--- src/rtl/ps2_keyboard_rx_fifo.sv ---
// ps2_keyboard_rx_fifo: system-clocked PS/2 keyboard receiver with E0/F0 decode and key-event FIFO
// Oversamples ps2_clk/ps2_data, frames 11-bit packets (start, 8 data LSB first, odd parity, stop),
// folds E0/F0 prefixes into {extended, release, code} events and buffers them show-ahead.
// Optional: define KBD_TYPEMATIC_FILTER_EN to drop auto-repeated make events.
// Ports:
//   clk, reset                synchronous active-high reset
//   ps2_clk, ps2_data         raw async keyboard lines (idle high)
//   rd_en                     pop FIFO head (ignored when empty)
//   key_valid/key_code/key_release/key_extended   FIFO head event
//   fifo_count                entries held
//   overflow, parity_err, frame_err               one-cycle error pulses
module ps2_keyboard_rx_fifo #(
  parameter int DEPTH          = 4,
  parameter int SYNC_STAGES    = 2,
  parameter int TIMEOUT_CYCLES = 5000
) (
  input  logic                       clk,
  input  logic                       reset,
  input  logic                       ps2_clk,
  input  logic                       ps2_data,
  input  logic                       rd_en,
  output logic                       key_valid,
  output logic [7:0]                 key_code,
  output logic                       key_release,
  output logic                       key_extended,
  output logic [$clog2(DEPTH+1)-1:0] fifo_count,
  output logic                       overflow,
  output logic                       parity_err,
  output logic                       frame_err
);
  localparam int AW = $clog2(DEPTH);
  localparam int CW = $clog2(DEPTH+1);
  localparam int TW = $clog2(TIMEOUT_CYCLES+1);
  typedef enum logic [1:0] {IDLE, DATA, PARITY, STOP} state_t;
  state_t state_q, state_d;
  logic [SYNC_STAGES-1:0] clk_sync_q, data_sync_q;
  logic clk_prev_q, fall, bit_in, timeout;
  logic [TW-1:0] tmo_q, tmo_d;
  logic [2:0] cnt_q, cnt_d;
  logic [7:0] shift_q, shift_d;
  logic par_q, par_d;
  logic ext_q, ext_d, brk_q, brk_d;
  logic byte_done, good, par_bad, frame_bad, err, is_e0, is_f0, evt, push;
  logic [9:0] mem_q [DEPTH];
  logic [AW-1:0] wp_q, wp_d, rp_q, rp_d;
  logic [CW-1:0] count_q, count_d;
  logic pop, full, wr;
  logic overflow_q, parity_err_q, frame_err_q;
  assign bit_in  = data_sync_q[SYNC_STAGES-1];
  assign fall    = clk_prev_q & ~clk_sync_q[SYNC_STAGES-1];
  assign timeout = (state_q != IDLE) && !fall && (tmo_q == TW'(TIMEOUT_CYCLES-1));
  always_ff @(posedge clk) begin
    if (reset) begin
      clk_sync_q  <= '1;
      data_sync_q <= '1;
      clk_prev_q  <= 1'b1;
      state_q     <= IDLE;
      tmo_q       <= '0;
      cnt_q       <= '0;
      shift_q     <= '0;
      par_q       <= 1'b0;
      ext_q       <= 1'b0;
      brk_q       <= 1'b0;
      wp_q        <= '0;
      rp_q        <= '0;
      count_q     <= '0;
      overflow_q  <= 1'b0;
      parity_err_q <= 1'b0;
      frame_err_q <= 1'b0;
    end else begin
      clk_sync_q  <= {clk_sync_q[SYNC_STAGES-2:0], ps2_clk};
      data_sync_q <= {data_sync_q[SYNC_STAGES-2:0], ps2_data};
      clk_prev_q  <= clk_sync_q[SYNC_STAGES-1];
      state_q     <= state_d;
      tmo_q       <= tmo_d;
      cnt_q       <= cnt_d;
      shift_q     <= shift_d;
      par_q       <= par_d;
      ext_q       <= ext_d;
      brk_q       <= brk_d;
      wp_q        <= wp_d;
      rp_q        <= rp_d;
      count_q     <= count_d;
      overflow_q  <= push && full && !pop;
      parity_err_q <= par_bad;
      frame_err_q <= frame_bad;
    end
  end
  always_comb begin
    state_d = state_q;
    if (timeout) state_d = IDLE;
    else if (fall) begin
      case (state_q)
        IDLE:    state_d = bit_in ? IDLE : DATA;
        DATA:    state_d = (cnt_q == 3'd7) ? PARITY : DATA;
        PARITY:  state_d = STOP;
        default: state_d = IDLE;
      endcase
    end
  end
  always_comb begin
    byte_done = (state_q == STOP) && fall && bit_in;
    frame_bad = (fall && (((state_q == IDLE) && bit_in) || ((state_q == STOP) && !bit_in))) || timeout;
    good      = byte_done && ^{shift_q, par_q};
    par_bad   = byte_done && !(^{shift_q, par_q});
    err       = par_bad || frame_bad;
    shift_d   = ((state_q == DATA) && fall) ? {bit_in, shift_q[7:1]} : shift_q;
    cnt_d     = (state_q == DATA) ? cnt_q + 3'(fall) : 3'd0;
    par_d     = ((state_q == PARITY) && fall) ? bit_in : par_q;
    tmo_d     = ((state_q == IDLE) || fall) ? '0 : tmo_q + TW'(1);
  end
  assign is_e0 = shift_q == 8'hE0;
  assign is_f0 = shift_q == 8'hF0;
  assign evt   = good && !is_e0 && !is_f0;
  assign ext_d = err ? 1'b0 : good ? (is_e0 | (is_f0 & ext_q)) : ext_q;
  assign brk_d = err ? 1'b0 : good ? (is_f0 | (is_e0 & brk_q)) : brk_q;
`ifdef KBD_TYPEMATIC_FILTER_EN
  logic [8:0] last_q;
  logic last_v_q;
  logic same_key;
  assign same_key = last_q == {ext_q, shift_q};
  // A repeated make of the held key is swallowed; its break re-arms the filter.
  assign push = evt && !(!brk_q && last_v_q && same_key);
  always_ff @(posedge clk) begin
    if (reset) begin
      last_q   <= '0;
      last_v_q <= 1'b0;
    end else if (evt) begin
      last_q   <= brk_q ? last_q : {ext_q, shift_q};
      last_v_q <= brk_q ? (last_v_q && !same_key) : 1'b1;
    end
  end
`else
  assign push = evt;
`endif
  assign pop     = rd_en && key_valid;
  assign full    = count_q == CW'(DEPTH);
  assign wr      = push && (!full || pop);
  assign wp_d    = wp_q + AW'(wr);
  assign rp_d    = rp_q + AW'(pop);
  assign count_d = count_q + CW'(wr) - CW'(pop);
  always_ff @(posedge clk) begin
    if (wr) mem_q[wp_q] <= {ext_q, brk_q, shift_q};
  end
  assign key_valid    = count_q != '0;
  assign key_code     = key_valid ? mem_q[rp_q][7:0] : 8'h00;
  assign key_release  = key_valid && mem_q[rp_q][8];
  assign key_extended = key_valid && mem_q[rp_q][9];
  assign fifo_count   = count_q;
  assign overflow     = overflow_q;
  assign parity_err   = parity_err_q;
  assign frame_err    = frame_err_q;
endmodule

--- config.mk ---
export PLATFORM = sky130hd
export DESIGN_NAME = ps2_keyboard_rx_fifo
export DESIGN_NICKNAME = d
export VERILOG_FILES = /design/src/rtl/ps2_keyboard_rx_fifo.sv
export SDC_FILE = /design/constraint.sdc
export NUM_CORES = 1
export LEC_CHECK = 0
export BUFFER_PORTS_ARGS = -buffer_cell sky130_fd_sc_hd__buf_2
export CORE_MARGIN = 4
export CORE_UTILIZATION = 59
export DETAILED_ROUTE_END_ITERATION = 10
export PLACE_DENSITY = 0.78
export SLEW_MARGIN = 15
export SYNTH_ARGS = -nofsm -noshare
export SYNTH_HDL_FRONTEND = slang
export SYNTH_SLANG_ARGS = --single-unit
--- constraint.sdc ---
create_clock -name clk -period 3.56 [get_ports clk]
set_clock_uncertainty 0.05 [all_clocks]
set_input_delay 0.178 -clock clk [delete_from_list [all_inputs] [get_ports clk]]
set_output_delay 0.178 -clock clk [all_outputs]
set_load 0.01 [all_outputs]
; Word level (Yosys, flattened, before mapping)
; Memory sizes are Yosys's and may differ from the RTL's. A register that Yosys moved wholly into a read port is not among the register bits.
; Index checks and enable logic that the tools add are counted.
[totals]
mem_bits_rw = 40
regBits = 44
n_memories = 1
word_cells = 84
[op_classes]
n_eq_ne = 8
n_addsub = 6
n_bitwise = 7
muxes = 7
reduce_logical = 39
[memory_table]
columns = name, words, word_bits, rd, rd_ports_with_merged_regs, write_ports, line_no
row1 = mem_q, 4, 10, 1, 1, 1, 44  ; logic [9:0] mem_q [DEPTH];
[ops]
columns = cell, count
row1 = $logic_and A1 B1 Y1, 19
row2 = $eq A8 B8 Y1 const B, 2
row3 = $add A13 B1 Y13 const B, 1
row4 = $eq A13 B13 Y1 const B, 1
row5 = $reduce_xor A9 Y1, 1
row6 = $mux W8, 1
row7 = $reduce_or A2 Y1, 4
row8 = $logic_not A1 Y1, 7
row9 = $add A3 B1 Y3, 2
row10 = $eq A3 B3 Y1 const B, 2
row11 = $pmux W2 S3, 1
row12 = $logic_or A1 B1 Y1, 5
row13 = $add A2 B1 Y2, 2
row14 = $eq A2 B2 Y1 const B, 2
row15 = $mux W2, 2
row16 = $and A1 B1 Y1, 3
row17 = $mux W1, 3
row18 = $reduce_bool A3 Y1, 1
row19 = $sub A3 B1 Y3, 1
row20 = $eq A2 B1 Y1 const B, 1
row21 = $logic_not A2 Y1, 1
row22 = $not A1 Y1, 2
row23 = $or A1 B1 Y1, 2
row24 = $reduce_bool A2 Y1, 1

; Logic depth before layout (Yosys ltp)
[logic_depth]
word_depth = 10
mapped_depth = 12
mapped_depth_nobuf = 11

; Worst setup path before layout
; No wires, ideal clock.
[synth_timing]
kind = register to register
startpoint = reg shift_q[2]
endpoint = reg count_q[2] (netlist: fifo_count[2])
setup_ps = 124
arrival_time_ps = 2690
n_path_buf = 0
required_time_ps = 3386
path_stages_with_launch = 12
slack_ps = 695
period_less_slack_ps = 2865
path_cell_list = dfxtp_1 -> xor2_1 -> xnor3_1 -> xnor2_2 -> or2_2 -> ha_1 -> inv_1 -> ha_1 -> fa_1 -> xnor2_1 -> xnor2_1 -> nor2_1
[synth_via]
elab_chain_cells = 7
[synth_lines]
columns = item, line_no
row1 = "start, declared", 40  ; logic [7:0] shift_q, shift_d;
row2 = "start signal, assigned", 77  ; shift_q <= shift_d;
row3 = $eq A8 B8 Y1 or $reduce_xor A9 Y1 (tied branches), "112, 104"
row4 = $logic_not A1 Y1 or $logic_and A1 B1 Y1 (tied branches), "114, 104"
row5 = $logic_and A1 B1 Y1, 114  ; assign evt = good && !is_e0 && !is_f0;
row6 = $logic_and A1 B1 Y1 *, 114
row7 = $logic_and A1 B1 Y1 *, 138  ; assign wr = push && (!full || pop);
row8 = $add A3 B1 Y3 *, 141  ; assign count_d = count_q + CW'(wr) - CW'(pop);
row9 = $sub A3 B1 Y3 *, 141
row10 = "end signal, assigned", 83  ; count_q <= count_d;
row11 = "end, declared", 46  ; logic [CW-1:0] count_q, count_d;
; Mark *: on every way between the ends. The rest lies on a longest branch, timed or not.
; A chain may end at the register's enable or synchronous reset.

; Final worst setup path
[layout_timing]
startpoint = reg shift_q[1]
endpoint = reg count_q[2] (netlist: fifo_count[2])
; Same word-level chain as after synthesis.

==> metrics.cfg <==
[run_status]
outcome = completed

[logic_synthesis]
synthFlopType = dfxtp_1
yosys.area_share.adder_pct = 3.08
synth-simple-area-share_pct = 16.9
synth_top_cell_by_area = edfxtp_1
synth_cells = 276
syn_area_per_cell_um2 = 12.6
yosysTopAreaCellShare_pct = 34.4
synth_top_family_by_area = simple AND/OR/NAND/NOR gates
yosysWarningCount = 0
synth_edf_count = 40
synth-async-reset-ratio_pct = 0
synth_fp_nets = 289
synth_cell_types = 39
ys_ff_latch = 84
synthMuxAreaShare_pct = 9.61
synth_xor_area_share_pct = 6.02
synth_compound_area_share_pct = 2.40
synth-seq-area-share_pct = 59.7
netlist_area_um2 = 3490
synth_area_leaders = edfxtp_1 34%, dfxtp_1 25%, mux4_2 6.5%, nor2_1 3.4%, mux2i_1 3.2%

[timing]
fmax_mhz = 324
timing.final.crit_share_pct = 86.8
hold_viol = 0
worst_pin_slew_ns = 0.716
holdWs_ns = 0.0960
rsz0062_at_grt = false
finalCriticalPeriod_ns = 3.09
slew_violations = 0
final.setup.tns_ns = 0
setup_viol = 0
max-slew-margin-rel_pct = 52.2

[finish]
diodes = 0
final_common_cell = dfxtp_1
final_cells = 381
area_growth_pct = 12.7
nets = 317
seq_area_um2 = 2080
fill_cells = 431
multi_input_area_um2 = 1350
final_cell_mix = 44 x dfxtp_1, 40 x edfxtp_1, 32 x nor2_1
drive_gt1_share_pct = 20.7

[worst_setup_path]
critPathKind = reg2reg
crit_slowest_cell = xnor3_1
r2r_cells = 11
cp.required_ns = 3.74
crit_path_end = fifo_count[2]$_SDFF_PP0_
crit_arrival_ns = 3.27
critical_path.n_buffers_inverters = 1
rrSetupSlack_ns = 0.47
max_stage_delay_ns = 0.48
crit_start = shift_q[1]$_SDFFE_PP0P_
critical-path-top-delay-family = XOR/XNOR gates
critPathLaunchType = flop
cp-end-kind = flop
path_max_fanout = 8
worstPathCellList = xor2_1 > xnor3_1 > xnor2_2 > or2_2 > ha_1 > inv_1 > ha_1 > fa_1 > xnor2_1 > xnor2_1 > nor2_1
worstReg2RegEnd = fifo_count[2]$_SDFF_PP0_
r2r-start = shift_q[1]$_SDFFE_PP0P_
crit_cells = 11

[drt]
ant_nets = 0
vias_per_cell = 5.49
drc_errors = 0
drtIter0Drc = 91
vias = 2091
wl_per_cell_um = 15.1
drt_wl_total_mm = 5.74
firstDrtPassIters = 4

[cts]
root_buffer = clkbuf_8
cts_sinks = 84
postCtsSetupBuffers = 0
clock_latency_ns = 0.35
cts.clk_slew.worst_paths_ns = 0.08
htreeDepth = 3
cts_made_buffers = 9
cts_tree = done
clockBufferDepth = 2

[global_routing]
grt_pass1_wl_mm = 9.63
grt_overflow = 0
grt_pass1_vias = 2052
antenna_found_initial = 0
track_usage_pct = 17.5
grt_max_degree = 29

[floorplanning]
num_rows = 27
ios = 22
fp.dieArea_um2 = 7210
die_w_um = 84.9
core_area_um2 = 5610
die_y_um = 84.9
initial_core_util_pct = 62.2

[power]
leakage_nw = 1.40
p_per_area_nw_per_um2 = 548
ir_worst_vdd_mv = 0.318

[place]
dpl.hpwl_mm = 3.86
gp_congestion = 0.796
dp.cells = 363
port_buffers = 21

[flow_run]
cap_violations = 0

[hold_path]
hp-class = in2reg

sequential cells by signal (all words and copies together) (netlist names):
register / cells
brk_q: 1
clk_prev_q: 1
clk_sync_q: 2
cnt_q: 3
data_sync_q: 2
ext_q: 1
fifo_count: 3
frame_err: 1
mem_q: 40
overflow: 1
par_q: 1
parity_err: 1
rp_q: 2
shift_q: 8
state_q: 2
tmo_q: 13
wp_q: 2
worst min path at each step:
stage,startpoint,end,slack [ns],depth (start not counted)
after CTS,rd_en,overflow$_SDFF_PP0_,0.08,3
after detailed placement,ps2_clk,clk_sync_q[0]$_SDFF_PP1_,0.31,2
after global routing,rd_en,overflow$_SDFF_PP0_,0.1,3
after global placement,ps2_data,data_sync_q[0]$_SDFF_PP1_,0.31,2
after floorplan,ps2_clk,clk_sync_q[0]$_SDFF_PP1_,0.23,1
final,rd_en,overflow$_SDFF_PP0_,0.1,3
layer usage:
| metal | vias to the layer above | part of all wire, % | global-route usage, % |
|---|---|---|---|
| met2 | 31 | 50 | 29.0 |
| met5 | - | 0 | 0 |
| li1 | 1053 | - | - |
| met1 | 994 | 44 | 21.7 |
| met3 | 13 | 3.2 | 4.56 |
| met4 | 0 | 2.1 | 7.91 |
cells by family after synthesis:
logic type	after synthesis
simple gates	108
flops	84
buf+inv	21
mux	21
xor+xnor	20
compound gates	14
fa+ha+maj	8
what timing repair did:
item                                   CTS  global route
hold buffers                             2             0
gates resized for setup                  0             0
endpoints found under the hold margin    2             0
worst min-delay path, delay by kind of cell:
| family | cells | cell delay (ns) |
|---|---|---|
| and+or+nand+nor | 2 | 0.18 |
| buffers and inverters | 1 | 0.08 |
metrics by stage:
step | instance area [µm²] | power (mW) | setup slack [ns] | utilization, %
after floorplan | 3490 | 1.35 | 0.695 | -
after global placement | 3700 | 1.47 | 0.547 | 66.0
after detailed placement | 3700 | 1.49 | 0.487 | 66.0
after CTS | 3930 | 2.18 | 0.476 | 70.1
after global routing | 3930 | 2.26 | 0.314 | 70.1
final | 3930 | 2.15 | 0.471 | 70.1
power breakdown:
| group | leakage, nW | switching [mW] | total, mW | internal, mW |
|---|---|---|---|---|
| Sequential | 0.727 | 0.0565 | 1.08 | 1.02 |
| Combinational | 0.573 | 0.166 | 0.370 | 0.204 |
| Clock | 0.101 | 0.312 | 0.704 | 0.392 |
| Total | 1.40 | 0.534 | 2.15 | 1.62 |
final cells by class:
class / instances / area share (%)
Clock buffer: 11 / 3.34
Clock inverter: 5 / 1.94
Inverter: 10 / 0.955
Multi-Input combinational cell: 171 / 34.4
Sequential cell: 84 / 53.0
Tap cell: 72 / 2.29
Timing Repair Buffer: 28 / 4.14
synthesized netlist by cell type (6+ instances only):
| cell | instances |
|---|---|
| ha_1 | 7 |
| xor2_1 | 6 |
| mux4_2 | 10 |
| nand2_1 | 6 |
| clkbuf_1 | 8 |
| edfxtp_1 | 40 |
| dfxtp_1 | 44 |
| or2_2 | 7 |
| inv_1 | 10 |
| nor2b_1 | 16 |
| nand3_1 | 8 |
| xnor2_1 | 11 |
| nor2_1 | 32 |
| nor4_1 | 7 |
| mux2i_1 | 11 |
Power figures use the tool's default switching activity.
